### src/rtl/sseg_pkg.sv
// Shared constants for the scrolling seven-segment banner: segment patterns,
// blank pattern and the bounce direction states.
package sseg_pkg;

    localparam logic [6:0] SEG_BLANK = 7'b1111111;

    // Active-low {g,f,e,d,c,b,a}, entry n is the glyph for hex digit n.
    localparam logic [15:0][6:0] SEG_TABLE = {
        7'b0001110, 7'b0000110, 7'b0100001, 7'b1000110,
        7'b0000011, 7'b0001000, 7'b0010000, 7'b0000000,
        7'b1111000, 7'b0000010, 7'b0010010, 7'b0011001,
        7'b0110000, 7'b0100100, 7'b1111001, 7'b1000000
    };

    typedef enum logic {
        BNC_FWD,
        BNC_REV
    } bounce_state_t;

endpackage

### src/rtl/sseg_hex_decoder.sv
// Combinational hex nibble to active-low seven-segment pattern.
module sseg_hex_decoder
    import sseg_pkg::*;
(
    input  logic [3:0] hex,
    output logic [6:0] seg
);

    assign seg = SEG_TABLE[hex];

endmodule

### src/rtl/sseg_scroll_banner.sv
// Scrolls a hex message across a multiplexed seven-segment display, in
// circular (wrap) or ping-pong (bounce) fashion.
//
//   state   | meaning
//   --------+---------------------------------------------------------
//   BNC_FWD | bounce mode, window moving right (pos increasing)
//   BNC_REV | bounce mode, window moving left (pos decreasing)
module sseg_scroll_banner
    import sseg_pkg::*;
#(
    parameter int MSG_LEN      = 10,
    parameter int DIGITS       = 4,
    parameter int STEP_DIV     = 50000000,
    parameter int REFRESH_BITS = 16
) (
    input  logic                       clk,
    input  logic                       reset,
    input  logic                       en,
    input  logic                       dir,
    input  logic                       mode,
    input  logic                       load,
    input  logic [MSG_LEN*4-1:0]       data,
    output logic [DIGITS-1:0]          an,
    output logic [6:0]                 sseg,
    output logic [$clog2(MSG_LEN)-1:0] pos
);

    localparam int PW = $clog2(MSG_LEN);
    localparam int SW = (DIGITS > 1) ? $clog2(DIGITS) : 1;
    localparam int CW = $clog2(STEP_DIV);

    localparam logic [PW-1:0] POS_LAST  = PW'(MSG_LEN - 1);
    localparam logic [PW-1:0] PMAX      = PW'(MSG_LEN - DIGITS);
    localparam logic [PW-1:0] MSG_LEN_T = PW'(MSG_LEN);
    localparam logic [PW:0]   MSG_LEN_X = (PW+1)'(MSG_LEN);
    localparam logic [CW-1:0] STEP_LAST = CW'(STEP_DIV - 1);
    localparam logic [SW-1:0] SEL_FIRST = SW'(DIGITS - 1);

    logic [MSG_LEN-1:0][3:0]  msg;
    bounce_state_t            state;
    logic [CW-1:0]            step_cnt;
    logic [REFRESH_BITS-1:0]  refresh_cnt;
    logic [SW-1:0]            sel;
    logic                     step_tick;
    logic                     refresh_tick;

    logic [SW-1:0]            col;
    logic [PW:0]              idx_sum;
    logic [PW-1:0]            idx;
    logic [3:0]               nib;
    logic [6:0]               seg_dec;

    assign step_tick    = (step_cnt == STEP_LAST);
    assign refresh_tick = &refresh_cnt;

    always_ff @(posedge clk or posedge reset) begin
        if (reset) begin
            msg      <= '0;
            pos      <= '0;
            state    <= BNC_FWD;
            step_cnt <= '0;
        end else if (load) begin
            msg      <= data;
            pos      <= '0;
            state    <= BNC_FWD;
            step_cnt <= '0;
        end else begin
            step_cnt <= step_tick ? '0 : step_cnt + 1'b1;
            if (step_tick && en) begin
                if (!mode) begin
                    if (!dir)
                        pos <= (pos == POS_LAST) ? '0 : pos + 1'b1;
                    else
                        pos <= (pos == '0) ? POS_LAST : pos - 1'b1;
                end else if (state == BNC_FWD) begin
                    if (pos < PMAX) begin
                        pos <= pos + 1'b1;
                    end else begin
                        pos   <= PMAX - 1'b1;
                        state <= BNC_REV;
                    end
                end else begin
                    // pos can sit beyond PMAX after a switch out of wrap mode
                    if (pos == '0) begin
                        pos   <= PW'(1);
                        state <= BNC_FWD;
                    end else if (pos > PMAX) begin
                        pos <= PMAX - 1'b1;
                    end else begin
                        pos <= pos - 1'b1;
                    end
                end
            end
        end
    end

    always_ff @(posedge clk or posedge reset) begin
        if (reset) begin
            refresh_cnt <= '0;
            sel         <= SEL_FIRST;
        end else begin
            refresh_cnt <= refresh_cnt + 1'b1;
            if (refresh_tick)
                sel <= (sel == '0) ? SEL_FIRST : sel - 1'b1;
        end
    end

    // pos + col < 2*MSG_LEN, so one conditional subtract gives the modulo.
    assign col     = SEL_FIRST - sel;
    assign idx_sum = {1'b0, pos} + (PW+1)'(col);
    assign idx     = (idx_sum >= MSG_LEN_X) ? idx_sum[PW-1:0] - MSG_LEN_T
                                            : idx_sum[PW-1:0];
    assign nib     = msg[idx];

    sseg_hex_decoder u_hex_decoder (
        .hex (nib),
        .seg (seg_dec)
    );

    always_ff @(posedge clk or posedge reset) begin
        if (reset) begin
            an   <= '1;
            sseg <= SEG_BLANK;
        end else begin
            an   <= ~(DIGITS'(1) << sel);
            sseg <= seg_dec;
        end
    end

endmodule
### config.mk
export PLATFORM = sky130hd
export DESIGN_NAME = sseg_scroll_banner
export DESIGN_NICKNAME = d
export VERILOG_FILES = /design/src/rtl/sseg_pkg.sv /design/src/rtl/sseg_hex_decoder.sv /design/src/rtl/sseg_scroll_banner.sv
export SDC_FILE = /design/constraint.sdc
export NUM_CORES = 1
export LEC_CHECK = 0
export ABC_AREA = 1
export ABC_CLOCK_PERIOD_IN_PS = 10100
export BUFFER_PORTS_ARGS = -buffer_cell sky130_fd_sc_hd__clkbuf_2
export CAP_MARGIN = 10
export CORE_MARGIN = 3
export CORE_UTILIZATION = 40
export CTS_CLUSTER_DIAMETER = 50
export DETAILED_ROUTE_END_ITERATION = 12
export SLEW_MARGIN = 10
export SYNTH_ARGS = -nofsm -noshare
export SYNTH_HDL_FRONTEND = slang
export SYNTH_HIERARCHICAL = 1
export SYNTH_SLANG_ARGS = --single-unit
### constraint.sdc
create_clock -name clk -period 10.1 [get_ports clk]
set_input_delay 2.02 -clock clk [delete_from_list [all_inputs] [get_ports clk]]
set_output_delay 2.02 -clock clk [all_outputs]
set_load 0.02 [all_outputs]
After elaboration in Yosys (flattened, before gate mapping)
Memories as Yosys holds them, arrays and structs flattened. A register that Yosys moved wholly into a read port is not among the register bits.
Index checks and enable logic that the tools add are counted.
- register bits after elaboration: 93
- bits in read-only memories: 112
- bits of input ports: 46
- output and inout bits: 15
- logic and storage cells: 62
- memories kept: 1
- $add $sub $neg: 8
- order comparisons: 4
- equality and inequality tests: 2
- shifts and indexed selects: 1
- muxes and demuxes: 22
- bitwise operators: 1
- reduce and logical (&&, ||, !) cells: 7
- memories (name ; depth ; bits a word ; read ports ; clocked after Yosys merged registers in ; wr ports ; RTL line ; source):
    (no name shown) ; 16 ; 7 ; 1 ; 1 ; 0 ; sseg_hex_decoder.sv:9 ; assign seg = SEG_TABLE[hex];
- operators by type and width (operator ; number):
    26-bit 2-to-1 mux ; 2
    4-bit 2-to-1 mux ; 12
    26-bit by 1-bit adder with 26-bit output (second input constant) ; 1
    26-bit equality test (second input constant) ; 1
    16-bit by 1-bit adder with 16-bit output (second input constant) ; 1
    4-bit binary-select mux with 4-bit select ; 1
    16-bit AND reduction ; 1
    1-bit 2-to-1 mux ; 6
    4-bit by 2-bit adder with 5-bit output ; 1
    5-bit by 4-bit greater-or-equal comparator with 1-bit output (second input constant) ; 1
    4-bit by 5-bit < comparator with 1-bit output (second input constant) ; 1
    4-bit by 1-bit adder with 4-bit output (second input constant) ; 1
    4-bit equality test (second input constant) ; 1
    4-bit by 3-bit greater-than comparator with 1-bit output (second input constant) ; 1
    4-bit zero test ; 1
    4-bit by 3-bit < comparator with 1-bit output (second input constant) ; 1
    4-bit inverter ; 1
    2-bit nonzero test ; 2
    1-bit by 2-bit left shift with 4-bit output (first input constant) ; 1
    4-bit by 1-bit subtractor with 4-bit output (second input constant) ; 1
    4-bit subtractor (second input constant) ; 1
    2-bit zero test ; 1
    2-bit 2-to-1 mux ; 1
    2-bit AND reduction ; 1
    3 further kinds ; 3

Logic depth before layout (Yosys ltp)
- word-level depth: 7
- depth in mapped cells: 25
- depth with buffers taken out: 25

Hierarchy
Netlist, hierarchy kept.
- modules (own cells, without submodules) (module ; times used ; cells each ; area an instance (µm²) ; sequential area each (µm²)):
    sseg_scroll_banner ; 1 ; 655 ; 5418.9 ; 2518.7
    sseg_hex_decoder ; 1 ; 52 ; 280.3 ; 0.0

Least setup slack after synthesis
Ideal clock, no wire load.
- path kind: reg-to-reg
- from: reg pos[0]
- to: reg sseg[3]
- setup time: 0.060 ns
- data arrival time: 3.093 ns
- required time: 10.040 ns
- setup slack: 6.947 ns
- stages on the path, launching flop included: 23
- path buffers: 0
- period minus slack after synthesis: 3.153 ns
- cells stage by stage: dfrtp_1 ha_1 inv_1 fa_1 inv_1 nand2_1 nand2_1 inv_1 ha_1 nand2_1 nand2_4 nand2_8 nand2_2 nand2_1 nand2_2 inv_2 nand4_1 nand2_1 inv_1 ha_1 nand2_1 nand3_1 nand2_1
- word-level cells in the longest chain between the ends: 5
- elaborated cells on any way between the ends: 6
- classes of those cells: add/sub (2); order compare (1); mux (3)
- ends and longest elaborated chain (item ; RTL line ; source):
    start, declared ; sseg_scroll_banner.sv:25 ; output logic [$clog2(MSG_LEN)-1:0] pos
    start signal, assigned ; sseg_scroll_banner.sv:72 ; pos <= (pos == POS_LAST) ? '0 : pos + 1'b1;
    start signal, assigned ; sseg_scroll_banner.sv:74 ; pos <= (pos == '0) ? POS_LAST : pos - 1'b1;
    start signal, assigned ; sseg_scroll_banner.sv:77 ; pos <= pos + 1'b1;
    4-bit by 2-bit adder with 5-bit output * ; sseg_scroll_banner.sv:110 ; assign idx_sum = {1'b0, pos} + (PW+1)'(col);
    4-bit subtractor / 5-bit by 4-bit greater-or-equal comparator with 1-bit output (equally long branches) ; sseg_scroll_banner.sv:111 ; assign idx = (idx_sum >= MSG_LEN_X) ? idx_sum[PW-1:0] - MSG_LEN_T
    4-bit 2-to-1 mux * ; sseg_scroll_banner.sv:111 ;
    4-bit binary-select mux with 4-bit select * ; sseg_scroll_banner.sv:113 ; assign nib = msg[idx];
    4-bit 2-to-1 mux (implied by the code) * ; sseg_scroll_banner.sv:113 ;
    net nib[0] ; sseg_scroll_banner.sv:50 ; logic [3:0] nib;
    end, declared ; sseg_scroll_banner.sv:24 ; output logic [6:0] sseg,
Mark *: on every way through the listed nets, which the timed path passes. The rest lies on a longest branch. The select of a mux whose other input is x is not followed.
A chain may end at the register's enable or synchronous reset.

Final worst setup path
Same ends and word-level chain as after synthesis.

==> reports/results.ini <==
[setup_path]
cp_max_fo = 8
setup.worst_path.end_class = flop
start_kind = flop
crit_type = reg -> reg
worstPathRequired_ns = 10.39
arrival_ns = 3.76

[timing]
rsz0062_at_grt = no
setup_ws_ns = 6.64
finalHoldViolCount = 0
setup-violations-final = 0
fin_skew_ns = 0.00899
fin_crit_sh_pct = 34.3
slew-limit-headroom_pct = 42.8
period_needed_ns = 3.46
holdWs_ns = 0.467
max_freq_mhz = 289
setup_tns_ns = 0
worst_pin_slew_ns = 0.858
drv_slew = 0

[pwr]
power_frac_clock_pct = 29.4
p_leak_uw = 0.00315
p_per_area_nw_per_um2 = 180
internal-power_uw = 750
power_uw = 1160
switching_share_pct = 35.2
switchingPower_uw = 407
comb_power_share_pct = 31.0
seqPwrFrac_pct = 39.6
peakVddDrop_uv = 81.7

[cells_and_area]
layout-drive-gt1-share_pct = 18.3
area_growth_pct = 13.0
nets = 830

[clock_tree]
insertion_delay_ns = 0.35
tritoncts = done
cts_setup_buffers = 0
numCtsBuffers = 9
cts_root_buf = clkbuf_16
clockBufferDepth = 2
cts.sinks = 100
postCtsHoldBufs = 0
cts-resized-gates = 0
h-tree-depth = 3
clk_pin_slew_worst_paths_ns = 0.07

[routing]
first_iter_violations = 350
vias_per_cell = 4.97
drcViolationCount = 0
vias = 4687
wl_per_cell_um = 13.4
dr.pass1.iters = 5
routed_wl_mm = 12.7
postRouteAntennaNets = 0

[grt]
grt_first_pass_wirelength_mm = 22.2
antenna_found_initial = 1
track_usage_pct = 17.1
grt_pass1_vias = 4680
grt_overflow = 0
grt_start_max_net_pins = 74

[synth]
yosysWarnings = 6
syn_nets = 775
syn_inst = 707
synth_top_area_cell = dfrtp_1
async_flop_share_pct = 100
synth_area_um2 = 5700
synth_most_common_cell = nand2_1
synth-seq-area-share_pct = 44.2
ys_types = 42
synth_top_area_share_pct = 38.2
syn_avg_cell_area_um2 = 8.06
ys_ff_latch = 100
synth_edf_count = 0
ys_top_cells_by_area = dfrtp_1 (38%), nand2_1 (13%), dfstp_2 (6.0%), nand3_1 (4.9%), ha_1 (4.6%)
ys.flop_type = dfrtp_1
synth_common_cells = nand2_1 (202), dfrtp_1 (87), inv_1 (70), nand3_1 (56), nor2_1 (51)

[run_status]
status = finished, final reports clean

[die]
start_util_pct = 41.9
fp.dieArea_um2 = 15700
fp.dieW_um = 125
rows = 42
coreArea_um2 = 13600
fp.dieH_um = 125
pin_count = 61

[placement]
hpwl_mm = 9.42
gp_congestion = 0.907
port_buffers = 60
dpl_worst_slack_ns = 6.51

[flow_run]
cap_viol_max_count = 0

[min_path]
min_path_type = reg -> reg

per-stage QoR:
| step | std cells | utilization (%) | area, µm² |
|---|---|---|---|
| after global placement | 927 | 45.2 | 6150 |
| final | 944 | 47.3 | 6440 |
| after CTS | 943 | 47.3 | 6440 |
| after detailed placement | 927 | 45.2 | 6150 |
| after floorplan | 707 | - | 5700 |
| after global routing | 944 | 47.3 | 6440 |
placed cells by master (no fill, tap or decap), types with 12 or more instances in the layout:
| cell | n |
|---|---|
| inv_2 | 12 |
| dfrtp_1 | 87 |
| dfstp_2 | 13 |
| o21ai_0 | 42 |
| xor2_1 | 21 |
| nand2_1 | 202 |
| nand4_1 | 12 |
| nor2_1 | 51 |
| inv_1 | 69 |
| clkbuf_2 | 60 |
| nand3_1 | 56 |
| ha_1 | 21 |
| a21oi_1 | 15 |
logic make-up (layout without fill, tap and decap cells):
kind of cell             after synthesis  after routing  synth area share, %
AO/OA/AOI/OAI                         71             71                 6.78
XOR/XNOR                              32             32                 4.92
adder cells (fa/ha/maj)               22             22                 4.96
buffers and inverters                102            162                 7.20
flip-flops                           100            100                 44.2
multiplexers                           3              3                0.527
other                                  0              1                    0
AND/OR/NAND/NOR                      377            377                 31.4
cell type report:
cell class | count | area, µm²
well taps | 176 | 220
clock buffers | 12 | 236
flip-flops and latches | 100 | 2520
fillers | 1357 | 7170
diodes | 1 | 2.50
inverters | 82 | 310
multi-input cells | 505 | 2770
clock inverters | 4 | 50.0
repair buffers | 64 | 330
state kept, by name (all words and copies together) (netlist names):
register	cells
sel	2
refresh_cnt	16
an	4
state	1
pos	4
msg	40
step_cnt	26
sseg	7
path summary, 6_finish.rpt:
kind / start / endpoint / slack [ns] / cells past startpoint
max: pos[0] / sseg[3] / 6.64 / 22
max reg2reg: pos[0] / sseg[3] / 6.64 / 22
min reg2reg: msg[27] / msg[27] / 0.47 / 2
min in group asynchronous: reset / step_cnt[2] / 1.66 / 2
max in group asynchronous: reset / msg[18] / 7.24 / 3
min: msg[27] / msg[27] / 0.47 / 2
worst max-delay path, cell delays in order (launching register included):
cell and delay (ns):
dfrtp_1 0.50, ha_1 0.24, inv_1 0.06, fa_1 0.37
inv_1 0.09, nand2_1 0.07, nand2_1 0.13, inv_1 0.09
ha_1 0.20, nand2_1 0.11, nand2_4 0.09, nand2_8 0.13
nand2_4 0.06, o21ai_4 0.11, nand3_1 0.11, nand2_1 0.09
nand2_1 0.06, nand2_1 0.18, inv_1 0.15, ha_1 0.34
nand2_1 0.07, nand3_1 0.08, nand2_1 0.07
power groups by stage:
stage	logic, µW	clock network (µW)	registers (µW)
after detailed placement	359	0	465
after CTS	361	355	458
after floorplan	269	0	479
after global routing	417	366	462
after global placement	348	0	465
final	358	340	458
routing by layer:
layer	GRT usage [%]	vias to the layer above	share of wire, %
met5	0	-	0
met4	7.59	0	1.6
met3	3.41	15	5.4
met2	26.2	116	45
met1	23.6	2184	48
li1	-	2372	-
Note: power is estimated with default switching activity, not from simulation.
